### config.mk
export PLATFORM = sky130hd
export DESIGN_NAME = tlp_fifo_packer
export DESIGN_NICKNAME = d
export VERILOG_FILES = /design/src/rtl/tlp_fifo_packer_pkg.sv /design/src/rtl/tlp_fifo_packer.sv
export SDC_FILE = /design/constraint.sdc
export NUM_CORES = 1
export LEC_CHECK = 0
export CORE_MARGIN = 2
export CORE_UTILIZATION = 44
export CTS_CLUSTER_DIAMETER = 30
export DETAILED_ROUTE_END_ITERATION = 7
export HOLD_SLACK_MARGIN = 0.05
export PLACE_DENSITY = 0.86
export SKIP_CTS_REPAIR_TIMING = 1
export SLEW_MARGIN = 20
export SYNTH_ARGS = -nofsm -noshare
export SYNTH_HDL_FRONTEND = slang
export SYNTH_SLANG_ARGS = --single-unit
### constraint.sdc
create_clock -name pcie_clk -period 7.8 [get_ports pcie_clk]
set_clock_uncertainty 0.05 [all_clocks]
set_input_delay 1.56 -clock pcie_clk [delete_from_list [all_inputs] [get_ports pcie_clk]]
set_output_delay 1.56 -clock pcie_clk [all_outputs]
set_load 0.02 [all_outputs]
### src/rtl/tlp_fifo_packer_pkg.sv
// Shared definitions for the TX FIFO word format, packer state encoding and
// the TLP fmt/type fields used by the optional memory-write filter.
package tlp_fifo_packer_pkg;

  // 72-bit TX FIFO word layout consumed by the XGMII transmit engine
  localparam int unsigned FifoWidth    = 72;
  localparam int unsigned FifoStartBit = 64;
  localparam int unsigned FifoLastBit  = 65;
  localparam int unsigned FifoLoEnBit  = 66;
  localparam int unsigned FifoHiEnBit  = 67;
  localparam int unsigned FifoIfgBit   = 68;

  // Packer states: IDLE / PASS / DROP
  typedef enum logic [1:0] {
    StIdle = 2'd0,
    StPass = 2'd1,
    StDrop = 2'd2
  } state_e;

  // TLP header DW0 fmt[30:29] and type[28:24] values
  localparam logic [1:0] TlpFmt3dwData = 2'b10;
  localparam logic [1:0] TlpFmt4dwData = 2'b11;
  localparam logic [4:0] TlpTypeMem    = 5'b00000;

endpackage

### src/rtl/tlp_fifo_packer.sv
// Packs outbound 64-bit AXI-Stream TLPs into 72-bit framed TX FIFO words.
// Only whole multi-beat TLPs of at most MAX_BEATS words are written; longer
// ones are cut at MAX_BEATS and the remainder discarded.
// Build option: define TLP_FILTER_MWR_EN to admit only memory-write TLPs.
module tlp_fifo_packer
  import tlp_fifo_packer_pkg::*;
#(
  parameter int unsigned MAX_BEATS = 64
) (
  input  logic                 pcie_clk,
  input  logic                 sys_rst,
  input  logic [63:0]          s_axis_tdata,
  input  logic [7:0]           s_axis_tkeep,
  input  logic                 s_axis_tlast,
  input  logic                 s_axis_tvalid,
  output logic                 s_axis_tready,
  output logic [FifoWidth-1:0] din,
  output logic                 wr_en,
  input  logic                 prog_full,
  output logic [31:0]          pkt_cnt,
  output logic [31:0]          drop_cnt,
  output logic [31:0]          trunc_cnt
);

  state_e                 state_q, state_d;
  logic [7:0]             beat_q, beat_d;
  logic [FifoWidth-1:0]   din_q, din_d;
  logic                   wr_en_q, wr_en_d;
  logic [31:0]            pkt_q, pkt_d, drop_q, drop_d, trunc_q, trunc_d;
  logic                   ready_c, hs, filter_pass;
  logic [7:0]             beat_inc;
  logic [7:0]             max_beats;

  assign max_beats = 8'(MAX_BEATS);
  assign beat_inc  = beat_q + 8'd1;

`ifdef TLP_FILTER_MWR_EN
  // Memory write, 3DW or 4DW header with data
  function automatic logic is_mem_write(input logic [31:0] dw0);
    return ((dw0[30:29] == TlpFmt3dwData) || (dw0[30:29] == TlpFmt4dwData)) &&
           (dw0[28:24] == TlpTypeMem);
  endfunction
  assign filter_pass = is_mem_write(s_axis_tdata[31:0]);
`else
  assign filter_pass = 1'b1;
`endif

  // Ready is held low while in reset so nothing handshakes before the FSM runs
  assign s_axis_tready = ready_c & ~sys_rst;
  assign hs            = s_axis_tvalid & ready_c;

  // Next-state, FIFO word formatting and counter updates
  always_comb begin
    state_d = state_q;
    beat_d  = beat_q;
    din_d   = '0;
    din_d[63:0]        = s_axis_tdata;
    din_d[FifoLoEnBit] = |s_axis_tkeep[3:0];
    din_d[FifoHiEnBit] = |s_axis_tkeep[7:4];
    wr_en_d = 1'b0;
    pkt_d   = pkt_q;
    drop_d  = drop_q;
    trunc_d = trunc_q;
    ready_c = 1'b1;
    unique case (state_q)
      StIdle: begin
        // Admission needs room for a full MAX_BEATS packet; PASS never stalls
        ready_c = ~prog_full;
        if (hs) begin
          if (s_axis_tlast || !filter_pass) begin
            drop_d = drop_q + 32'd1;
            if (!s_axis_tlast) state_d = StDrop;
          end else begin
            wr_en_d             = 1'b1;
            din_d[FifoStartBit] = 1'b1;
            beat_d              = 8'd1;
            state_d             = StPass;
          end
        end
      end
      StPass: begin
        if (hs) begin
          wr_en_d = 1'b1;
          beat_d  = beat_inc;
          if (s_axis_tlast) begin
            din_d[FifoLastBit] = 1'b1;
            din_d[FifoIfgBit]  = 1'b1;
            pkt_d              = pkt_q + 32'd1;
            state_d            = StIdle;
          end else if (beat_inc == max_beats) begin
            // Close the frame here and swallow the rest of the TLP
            din_d[FifoLastBit] = 1'b1;
            din_d[FifoIfgBit]  = 1'b1;
            trunc_d            = trunc_q + 32'd1;
            state_d            = StDrop;
          end
        end
      end
      StDrop: begin
        if (hs && s_axis_tlast) state_d = StIdle;
      end
      default: state_d = StIdle;
    endcase
  end

  // State, registered FIFO write port and statistics
  always_ff @(posedge pcie_clk or posedge sys_rst) begin
    if (sys_rst) begin
      state_q <= StIdle;
      beat_q  <= '0;
      din_q   <= '0;
      wr_en_q <= 1'b0;
      pkt_q   <= '0;
      drop_q  <= '0;
      trunc_q <= '0;
    end else begin
      state_q <= state_d;
      beat_q  <= beat_d;
      din_q   <= din_d;
      wr_en_q <= wr_en_d;
      pkt_q   <= pkt_d;
      drop_q  <= drop_d;
      trunc_q <= trunc_d;
    end
  end

  assign din       = din_q;
  assign wr_en     = wr_en_q;
  assign pkt_cnt   = pkt_q;
  assign drop_cnt  = drop_q;
  assign trunc_cnt = trunc_q;

endmodule

# --- Yosys cells after proc, flatten, opt, wreduce, memory -nomap -nowiden ---
# Index checks and enable logic that the tools add are counted.
classes:
  addsub: 4
  eq_ne: 8
  muxes: 21
  bitwise: 5
  reduce_logical: 10
op_table:
  columns: ["cell", "count"]
  rows:
  - ["adder 32 x 1 -> 32 bit, second input constant", 3]
  - ["two-way mux 8 bit", 3]
  - ["case mux 8 bit (2 select lines)", 1]
  - ["two-way mux 2 bit", 6]
  - ["two-way mux 1 bit", 9]
  - ["adder 8 x 1 -> 8 bit, second input constant", 1]
  - ["== test 8 x 7 -> 1 bit, second input constant", 1]
  - ["inequality test 2 bit, second input constant", 4]
  - ["AND reduction 4 bit", 2]
  - ["OR reduction 4 bit", 2]
  - ["case mux 2 bit (3 select lines)", 1]
  - ["AND reduction 3 bit", 2]
  - ["AND reduction 5 bit", 1]
  - ["inequality test 3 bit, second input constant", 1]
  - ["inverter 1 bit", 3]
  - ["bitwise AND 1 bit", 2]
  - ["== test 2 x 1 -> 1 bit, second input constant", 1]
  - ["== test 2 bit, second input constant", 1]
  - ["zero test 2 bit", 1]
  - ["case mux 1 bit (2 select lines)", 1]
  - ["nonzero test 2 bit", 1]
  - ["logical AND 1 bit", 1]
word_totals:
  regBits: 176
  inputBits: 77
  out_inout_bits: 170
  word_cells: 55

# --- Longest topological paths before layout ---
# Gate-level depths: netlist of run 1.
depth:
  depth_word: 6
  ltp_mapped: 7
  depth_no_buf: 6

# --- Worst setup path before layout of run 1 ---
# OpenSTA, ideal clock, no wires.
synth_timing:
  kind: "input-to-output"
  from: "in prog_full"
  to: "out s_axis_tready"
  t_arrival_ns: 1.948
  t_required_ns: 6.190
  slack_ns: 4.242
  stages: 1
  path_buffers: 0
  cell_sequence: "a31oi_1"
synth_between:
  elab_chain_cells: 3
synth_lines:
  columns: ["item", "line", "text"]
  rows:
  - ["start, declared", "tlp_fifo_packer.sv:19", "input logic prog_full,"]
  - ["inverter 1 bit", "tlp_fifo_packer.sv:68", "ready_c = ~prog_full;"]
  - ["two-way mux 1 bit", "tlp_fifo_packer.sv:65", "unique case (state_q)"]
  - ["bitwise AND 1 bit", "tlp_fifo_packer.sv:49", "assign s_axis_tready = ready_c & ~sys_rst;"]
  - ["end, declared", "tlp_fifo_packer.sv:16", "output logic s_axis_tready,"]
# Every way passes these cells.

# --- Worst setup path in the final report of run 1 ---
layout_timing:
  from: "in sys_rst"
  to: "out s_axis_tready"
layout_between:
  elab_chain_cells: 2
layout_lines:
  columns: ["item", "line", "text"]
  rows:
  - ["start, declared", "tlp_fifo_packer.sv:11", "input logic sys_rst,"]
  - ["inverter 1 bit", "tlp_fifo_packer.sv:49", null]
  - ["bitwise AND 1 bit", "tlp_fifo_packer.sv:49", null]
# Every way passes these cells.

==> results.toml, run 1 <==
[final_layout]
layout-drive-gt1-share = 0.0599
fin_nets = 854
area_delta_synth_final_pct = 47.9
stdcell_count = 973
num_antenna_cells = 0
finish.utilization = 0.658

[min_path]
whs_path_depth = 1
holdPathEnd = "pkt_cnt[31]$_DFFE_PP0P_"
hp-start = "pkt_cnt[31]$_DFFE_PP0P_"
hold_path.class = "reg2reg"

[synth]
syn_area_mm2 = 0.00669
ys_async_sr_fraction = 1.00
ys_ff_latch = 175
synth-edff-count = 0
netlist_instances = 517
ys_warn_count = 0
ys_types = 43
syn_avg_cell_area_um2 = 12.9
synth_ff_type = "dfrtp_1"
synth-seq-area-share = 0.655

[clocking]
cts_made_buffers = 17
clockBufferDepth = 2
tritoncts = "done"
cts_sinks = 175
clkTransAtPathRegs_ns = 0.06
clkLatencyLatePin_ns = 0.41
cts.htree.levels = 4
clockRootBuffer = "clkbuf_16"

[pwr]
power_density_mw_per_mm2 = 214
swShare = 0.261
vdd_drop_max_mv = 0.155
power_switching_uw = 552
internal-power_uw = 1560
combPwrFrac = 0.139
seq_power_share = 0.480
p_leak_uw = 0.00419
p_clk_frac = 0.381

[critical_path]
reg2reg_depth = 5
setup.worst_path.class = "in2out"
crit_arrival_ns = 2.93
cp_top_family = "buffers and inverters"
cp-start-kind = "input pin"
r2r-start = "beat_q[2]$_DFFE_PP0P_"
path_buf_inv = 2
slowest_delay_ns = 0.64
cp_max_fo = 2
r2r-end = "trunc_cnt[31]$_DFFE_PP0P_"
cp_slowest_cell = "clkdlybuf4s50_1"
crit_top_cell = "clkdlybuf4s50_1"
cp.required_ns = 6.19
worstSetupEndpointType = "primary output"
worstPathCellList = "clkdlybuf4s50_1 -> a31oi_1 -> clkdlybuf4s50_1"
reg2reg_slack_ns = 5.20

[flow_run]
cap_violations = 0

[detailed_routing]
postRouteAntennaNets = 0
met1_length_mm = 6.33
drtIter0Drc = 213
wl_per_cell_um = 15.9
highest_layer = "met4"
wl_met2_mm = 7.93
avgViaCountPerCell = 5.04
drc = 0
dr.pass1.iters = 5
vias = 4902
wirelength_mm = 15.5
wl_met3_um = 981

[place]
dpl.hpwl_mm = 11.3
io_buffers = 243
dp.cells = 942
gp_congestion = 0.814
pre_cts_slack_ns = 3.32

[timing]
tightest_slew_ns = 1.07
drv_slew = 0
setup_tns_ns = 0
finalCritPeriodShare = 0.582
layout_setup_ws_ns = 3.26
max_freq_mhz = 220
period_needed_ns = 4.54
max_slew_margin = 0.280
finalHoldViolations = 0
rsz0062_at_grt = "false"
setup_viol = 0

[grt]
grt_max_degree = 117
track_usage = 0.197
grt_pass1_wl_mm = 25.4
grt_pass1_vias = 5044
grt_remaining_overflow = 0
antenna_found_initial = 0

[die]
die_y_um = 127
dieArea_mm2 = 0.0162
ios = 247
start_util = 0.445
die_w_um = 127
core_mm2 = 0.0150
rows = 45

[outcome]
status = "completed"
## layer usage
metal  vias up  global-route usage
li1       2301                   -
met1      2419               0.249
met2       164               0.332
met3        18              0.0603
met4         0              0.0524
met5         -                   0
## flip-flops by register name, summed over array words and instances, names as in the netlist
name	count
din	68
pkt_cnt	32
state_q	2
drop_cnt	32
trunc_cnt	32
beat_q	8
wr_en	1
## through the flow
stage | area, µm² | hold WS, ns | total power, µW
after global placement | 9320 | 0.411 | 1320
after floorplan | 6690 | 0.465 | 1170
after detailed placement | 9320 | 0.421 | 1330
after CTS | 9890 | 0.435 | 2140
final | 9890 | 0.430 | 2120
after global routing | 9890 | 0.445 | 2220
## power groups by stage
| stage | Sequential, µW | Combinational, µW | Clock (µW) |
|---|---|---|---|
| 6_report | 1020 | 294 | 806 |
| 5_1_grt | 1030 | 321 | 871 |
| 4_1_cts | 1020 | 298 | 826 |
| 3_5_place_dp | 1030 | 298 | 0 |
| 3_3_place_gp | 1030 | 290 | 0 |
| 2_1_floorplan | 1070 | 96.8 | 0 |
## placed cells by master, fill, tap and decap left out, drive strengths merged, types with 2 or more instances in the layout
cell | synthesis | routed
clkinvlp | 0 | 3
clkdlybuf4s50 | 0 | 243
a211oi | 2 | 2
or3 | 3 | 3
nand3 | 45 | 45
a2111oi | 3 | 3
xor2 | 21 | 21
and4 | 10 | 10
dfrtp | 175 | 175
xnor2 | 76 | 76
nand4 | 29 | 29
and2 | 7 | 7
or4 | 3 | 3
ha | 4 | 4
buf | 6 | 2
clkinv | 0 | 6
nor2 | 22 | 22
mux2 | 3 | 3
nor3 | 8 | 8
nand2 | 38 | 38
o21ai | 6 | 6
nor2b | 2 | 2
nor4 | 3 | 3
clkbuf | 4 | 19
conb | 1 | 3
and3 | 24 | 24
o22ai | 2 | 2
nand2b | 2 | 2
mux2i | 2 | 2
inv | 7 | 9
## logic make-up after synthesis
group | after synthesis | share of synthesized area
muxes | 5 | 0.00805
other | 1 | 0.000561
xor gates and xnor gates | 97 | 0.127
DFF | 175 | 0.655
AOI/OAI and AO/OA | 20 | 0.0279
buffers and inverters | 17 | 0.0135
adders and majority gates | 4 | 0.00749
and+or+nand+nor | 198 | 0.160
## Yosys cell counts, types with 3 or more instances
master | n | area, µm²
buf_4 | 5 | 37.5
dfrtp_1 | 175 | 4380
mux2_2 | 3 | 33.8
o21ai_0 | 6 | 30.0
and3_1 | 24 | 150
ha_1 | 4 | 50.1
and2_1 | 6 | 37.5
nor3_1 | 8 | 40.0
nor2_1 | 21 | 78.8
inv_1 | 7 | 26.3
nand4_1 | 29 | 181
nand3_1 | 44 | 220
nand2_1 | 37 | 139
nor4_1 | 3 | 18.8
or3_1 | 3 | 18.8
clkbuf_1 | 4 | 15.0
xor2_1 | 21 | 184
xnor2_1 | 76 | 666
and4_1 | 10 | 87.6
## worst max-delay path by stage
stage            start                     to  cells after the start
3_3_place_gp   sys_rst          s_axis_tready                      3
5_1_grt        sys_rst          s_axis_tready                      3
4_1_cts        sys_rst          s_axis_tready                      3
3_5_place_dp   sys_rst          s_axis_tready                      3
6_report       sys_rst          s_axis_tready                      3
2_1_floorplan  sys_rst  beat_q[0]$_DFFE_PP0P_                      1
## cell type report
type | count | area (µm²)
inverter | 7 | 33.8
timing repair buffer | 245 | 2450
multi-input combinational | 327 | 2230
tap | 188 | 235
sequential | 175 | 4380
fill | 1163 | 5140
clock inverter | 12 | 111
clock buffer | 19 | 453
No activity file was read; power rests on OpenSTA's default activity.
==> run 2, diff against run 1 <==
--- a/config.mk
+++ b/config.mk
@@ -6,11 +6,11 @@
 export NUM_CORES = 1
 export LEC_CHECK = 0
 export CORE_MARGIN = 2
-export CORE_UTILIZATION = 44
+export CORE_UTILIZATION = 40
 export CTS_CLUSTER_DIAMETER = 30
 export DETAILED_ROUTE_END_ITERATION = 7
 export HOLD_SLACK_MARGIN = 0.05
-export PLACE_DENSITY = 0.86
+export PLACE_DENSITY = 0.83
 export SKIP_CTS_REPAIR_TIMING = 1
 export SLEW_MARGIN = 20
 export SYNTH_ARGS = -nofsm -noshare
==> constraint.sdc (replaced) <==
create_clock -name pcie_clk -period 3.76 [get_ports pcie_clk]
set_clock_uncertainty 0.05 [all_clocks]
set_input_delay 0.752 -clock pcie_clk [delete_from_list [all_inputs] [get_ports pcie_clk]]
set_output_delay 0.752 -clock pcie_clk [all_outputs]
set_load 0.02 [all_outputs]
==> results.toml, run 2 (synthesized netlist as in run 1, its figures left out) <==
[outcome]
status = "completed"

[detailed_routing]
drtIter0Drc = 194
dr.pass1.iters = 5
postRouteAntennaNets = 0
wirelength_mm = 15.4
wl_per_cell_um = 15.2
drc = 0
vias = 4937
avgViaCountPerCell = 4.88

[timing]
rsz0062_at_grt = "false"
max_slew_margin = 0.388
period_needed_ns = 2.84
layout_setup_ws_ns = 0.916
drv_slew = 0
tightest_slew_ns = 0.908
setup_viol = 0
finalCritPeriodShare = 0.756
max_freq_mhz = 352
setup_tns_ns = 0
finalHoldViolations = 0

[final_layout]
stdcell_count = 1012
mostFrequentLayoutCell = "clkdlybuf4s50_1"
layout-drive-gt1-share = 0.0631
num_antenna_cells = 0
finish.utilization = 0.611
n_fill_cell = 1312
area_delta_synth_final_pct = 50.4
fin_nets = 860
seqCellArea_mm2 = 0.00438
multi_input_area_mm2 = 0.00222
final_cell_mix = "243 x clkdlybuf4s50_1, 175 x dfrtp_1, 76 x xnor2_1"
largest_reg_flops = 68

[clocking]
tritoncts = "done"
cts_made_buffers = 17
clkTransAtPathRegs_ns = 0.06
cts_sinks = 175
clkLatencyLatePin_ns = 0.41
cts.htree.levels = 4
clockRootBuffer = "clkbuf_16"
clockBufferDepth = 2

[grt]
grt_remaining_overflow = 0
antenna_found_initial = 0
busiest_layer = "met2"
track_usage = 0.176
grt_max_degree = 59
grt_pass1_wl_mm = 25.0
met2_usage = 0.296
met1_usage = 0.228
grt.met3_usage = 0.0502
grt_pass1_vias = 4728

[critical_path]
cp-start-kind = "input pin"
crit_arrival_ns = 2.04
cp.required_ns = 2.96
r2r-start = "beat_q[2]$_DFFE_PP0P_"
worstSetupEndpointType = "primary output"
setup.worst_path.class = "in2out"
reg2reg_slack_ns = 1.45
r2r-end = "trunc_cnt[1]$_DFFE_PP0P_"
reg2reg_depth = 4
cp_max_fo = 4

[pwr]
vdd_drop_max_mv = 0.382
swShare = 0.247
power.total_uw = 4570
power_switching_uw = 1130
p_leak_uw = 0.00426
combPwrFrac = 0.134
internal-power_uw = 3440
p_clk_frac = 0.406
power_density_mw_per_mm2 = 454
seq_power_share = 0.460

[min_path]
hp-start = "drop_cnt[31]$_DFFE_PP0P_"
holdPathEnd = "drop_cnt[31]$_DFFE_PP0P_"
whs_path_depth = 1
hold_path.class = "reg2reg"

[place]
dp.cells = 980
io_buffers = 243
pre_cts_slack_ns = 0.743
gp_congestion = 0.811
dpl.hpwl_mm = 11.4

[die]
core_mm2 = 0.0165
die_y_um = 133
ios = 247
rows = 47
dieArea_mm2 = 0.0178
start_util = 0.406
die_w_um = 133

[flow_run]
cap_violations = 0
run 2: changes by cell type in the layout (fill, tap and decap cells not counted), sizes merged:
cell	previous run	this run
buf	2	8
clkinv	6	2
bufinv	1	4
clkbuf	19	21
run 2: power by group through the flow:
stage | registers, µW | clock network [µW] | logic (µW)
finish | 2100 | 1850 | 613
global route | 2120 | 2000 | 670
CTS | 2100 | 1900 | 624
detailed placement | 2130 | 0 | 620
global placement | 2130 | 0 | 608
floorplan | 2220 | 0 | 201
run 2: area by class of cell:
cell class	instances	share of cell area
clock inverters	11	0.0178
flip-flops and latches	175	0.436
well taps	220	0.0274
repair buffers	251	0.250
inverters	7	0.00299
multi-input cells	327	0.221
clock buffers	21	0.0448
run 2: how the worst max path moves through the flow:
stage                                 to  slack [ns]           from  depth (start not counted)
2_1_floorplan      beat_q[0]$_DFFE_PP0P_        0.72        sys_rst                          1
3_3_place_gp   trunc_cnt[21]$_DFFE_PP0P_        0.84  s_axis_tvalid                          7
3_5_place_dp   trunc_cnt[21]$_DFFE_PP0P_        0.74  s_axis_tvalid                          7
4_1_cts                    s_axis_tready        0.91      prog_full                          3
5_1_grt                    s_axis_tready        0.85      prog_full                          3
6_report                   s_axis_tready        0.92      prog_full                          3
run 2: metrics by stage:
| step | cell area [µm²] | hold WS (ns) |
|---|---|---|
| after floorplan | 6700 | 0.465 |
| after global routing | 10100 | 0.449 |
| after CTS | 10100 | 0.429 |
| after global placement | 9430 | 0.415 |
| final | 10100 | 0.424 |
| after detailed placement | 9430 | 0.417 |
run 2: worst max-delay path: stages:
cell and delay [ns]:
clkdlybuf4s50_1 0.46, a31oi_1 0.20, clkdlybuf4s50_1 0.63
run 2: metal layers:
metal / up-vias / part of all wire
met4: 0 / 0.0070
met1: 2440 / 0.43
met2: 166 / 0.51
li1: 2321 / -
met3: 10 / 0.059
met5: - / 0
==> run 3, diff against run 2 <==
==> constraint.sdc (replaced) <==
create_clock -name pcie_clk -period 2.35 [get_ports pcie_clk]
set_clock_uncertainty 0.05 [all_clocks]
set_input_delay 0.47 -clock pcie_clk [delete_from_list [all_inputs] [get_ports pcie_clk]]
set_output_delay 0.47 -clock pcie_clk [all_outputs]
set_load 0.02 [all_outputs]
==> results.toml, run 3 (synthesized netlist as in run 1, its figures left out) <==
[grt]
grt_remaining_overflow = 0
antenna_found_initial = 0
grt_pass1_vias = 5105
grt_pass1_wl_mm = 25.9
track_usage = 0.184
grt_max_degree = 40

[critical_path]
r2r-start = "beat_q[0]$_DFFE_PP0P_"
cp-start-kind = "flip-flop"
cp.required_ns = 2.64
setup.worst_path.class = "reg2reg"
crit_arrival_ns = 2.51
worstSetupEndpointType = "flip-flop"
cp_max_fo = 12
critPathLaunch = "beat_q[0]$_DFFE_PP0P_"

[pwr]
combPwrFrac = 0.139
p_clk_frac = 0.413
swShare = 0.246
vdd_drop_max_mv = 0.634
internal-power_uw = 5670
p_leak_uw = 0.00440
seq_power_share = 0.447
power_density_mw_per_mm2 = 731
power_switching_uw = 1850

[timing]
max_slew_margin = 0.280
max_freq_mhz = 449
finalCritPeriodShare = 0.947
tightest_slew_ns = 1.07
finalHoldViolations = 0
rsz0062_at_grt = "false"
period_needed_ns = 2.23
drv_slew = 0
setup_viol = 0
setup_tns_ns = 0

[place]
dpl.hpwl_mm = 12.0
io_buffers = 243
dp.cells = 1002
gp_congestion = 0.839

[die]
rows = 47
start_util = 0.406
core_mm2 = 0.0165
die_y_um = 133
dieArea_mm2 = 0.0178
ios = 247
die_w_um = 133

[outcome]
status = "completed"

[min_path]
hold_path.class = "reg2reg"
hp-start = "trunc_cnt[31]$_DFFE_PP0P_"

[clocking]
clkLatencyLatePin_ns = 0.41
tritoncts = "done"
cts.htree.levels = 4
clockBufferDepth = 2
cts_made_buffers = 17
cts_sinks = 175
clockRootBuffer = "clkbuf_16"
clkTransAtPathRegs_ns = 0.07

[final_layout]
largest_reg_flops = 68
num_antenna_cells = 0
stdcell_count = 1033
n_fill_cell = 1293
area_delta_synth_final_pct = 53.7
fin_nets = 882
final_cell_mix = "242 x clkdlybuf4s50_1, 172 x dfrtp_1, 76 x xnor2_1"
layout-drive-gt1-share = 0.0947
mostFrequentLayoutCell = "clkdlybuf4s50_1"

[flow_run]
cap_violations = 0

[detailed_routing]
drtIter0Drc = 209
wl_per_cell_um = 15.3
postRouteAntennaNets = 0
dr.pass1.iters = 4
wirelength_mm = 15.8
drc = 0
avgViaCountPerCell = 4.87
vias = 5032
==> run 3: layout make-up <==
type	instances	area, µm²	area share
Inverter	7	30.0	0.00292
Sequential cell	175	4380	0.427
Tap cell	220	275	0.0268
Multi-Input combinational cell	327	2220	0.216
Timing Repair Buffer	273	2700	0.263
Clock inverter	13	226	0.0220
Clock buffer	18	439	0.0427
==> run 3: layer usage <==
metal / part of all wire / up-vias / track usage
li1: - / 2364 / -
met1: 0.42 / 2462 / 0.237
met2: 0.50 / 191 / 0.308
met3: 0.065 / 15 / 0.0514
met4: 0.012 / 0 / 0.0514
met5: 0 / - / 0
==> run 3: stage by stage <==
stage	utilization	hold slack (ns)	power (µW)	instance area, µm²	worst slack [ns]
6_report	0.624	0.423	7510	10300	0.124
5_1_grt	0.624	0.411	7850	10300	0.00922
4_1_cts	0.624	0.418	7600	10300	0.0457
3_5_place_dp	0.583	0.420	4470	9600	-0.153
3_3_place_gp	0.583	0.417	4440	9600	-0.107
2_1_floorplan	-	0.451	3880	6700	-0.409
==> run 3: power by group through the flow <==
stage | registers [µW] | clock network (µW) | logic, µW
after floorplan | 3560 | 0 | 322
after global placement | 3410 | 0 | 1030
after detailed placement | 3410 | 0 | 1060
after CTS | 3360 | 3180 | 1060
after global routing | 3390 | 3320 | 1130
final | 3360 | 3100 | 1050
==> run 3: path summary, 6_finish.rpt <==
kind | endpoint | slack (ns) | cells after the start
worst max-delay path | trunc_cnt[6]$_DFFE_PP0P_ | 0.12 | 6
worst min-delay path | trunc_cnt[31]$_DFFE_PP0P_ | 0.42 | 1
worst max register to register | trunc_cnt[6]$_DFFE_PP0P_ | 0.12 | 6
worst min register to register | trunc_cnt[31]$_DFFE_PP0P_ | 0.42 | 1
max in group asynchronous | din[35]$_DFF_PP0_ | 1.12 | 4
min in group asynchronous | state_q[0]$_DFFE_PP0P_ | 0.50 | 3
==> run 3: worst max-delay path, stage by stage, from the launching register on <==
cell and delay, ns:
dfrtp_1 0.43, nand3_2 0.15, o21ai_0 0.86, a2111oi_2 0.17, buf_4 0.24, nand4_1 0.12, xnor2_1 0.12
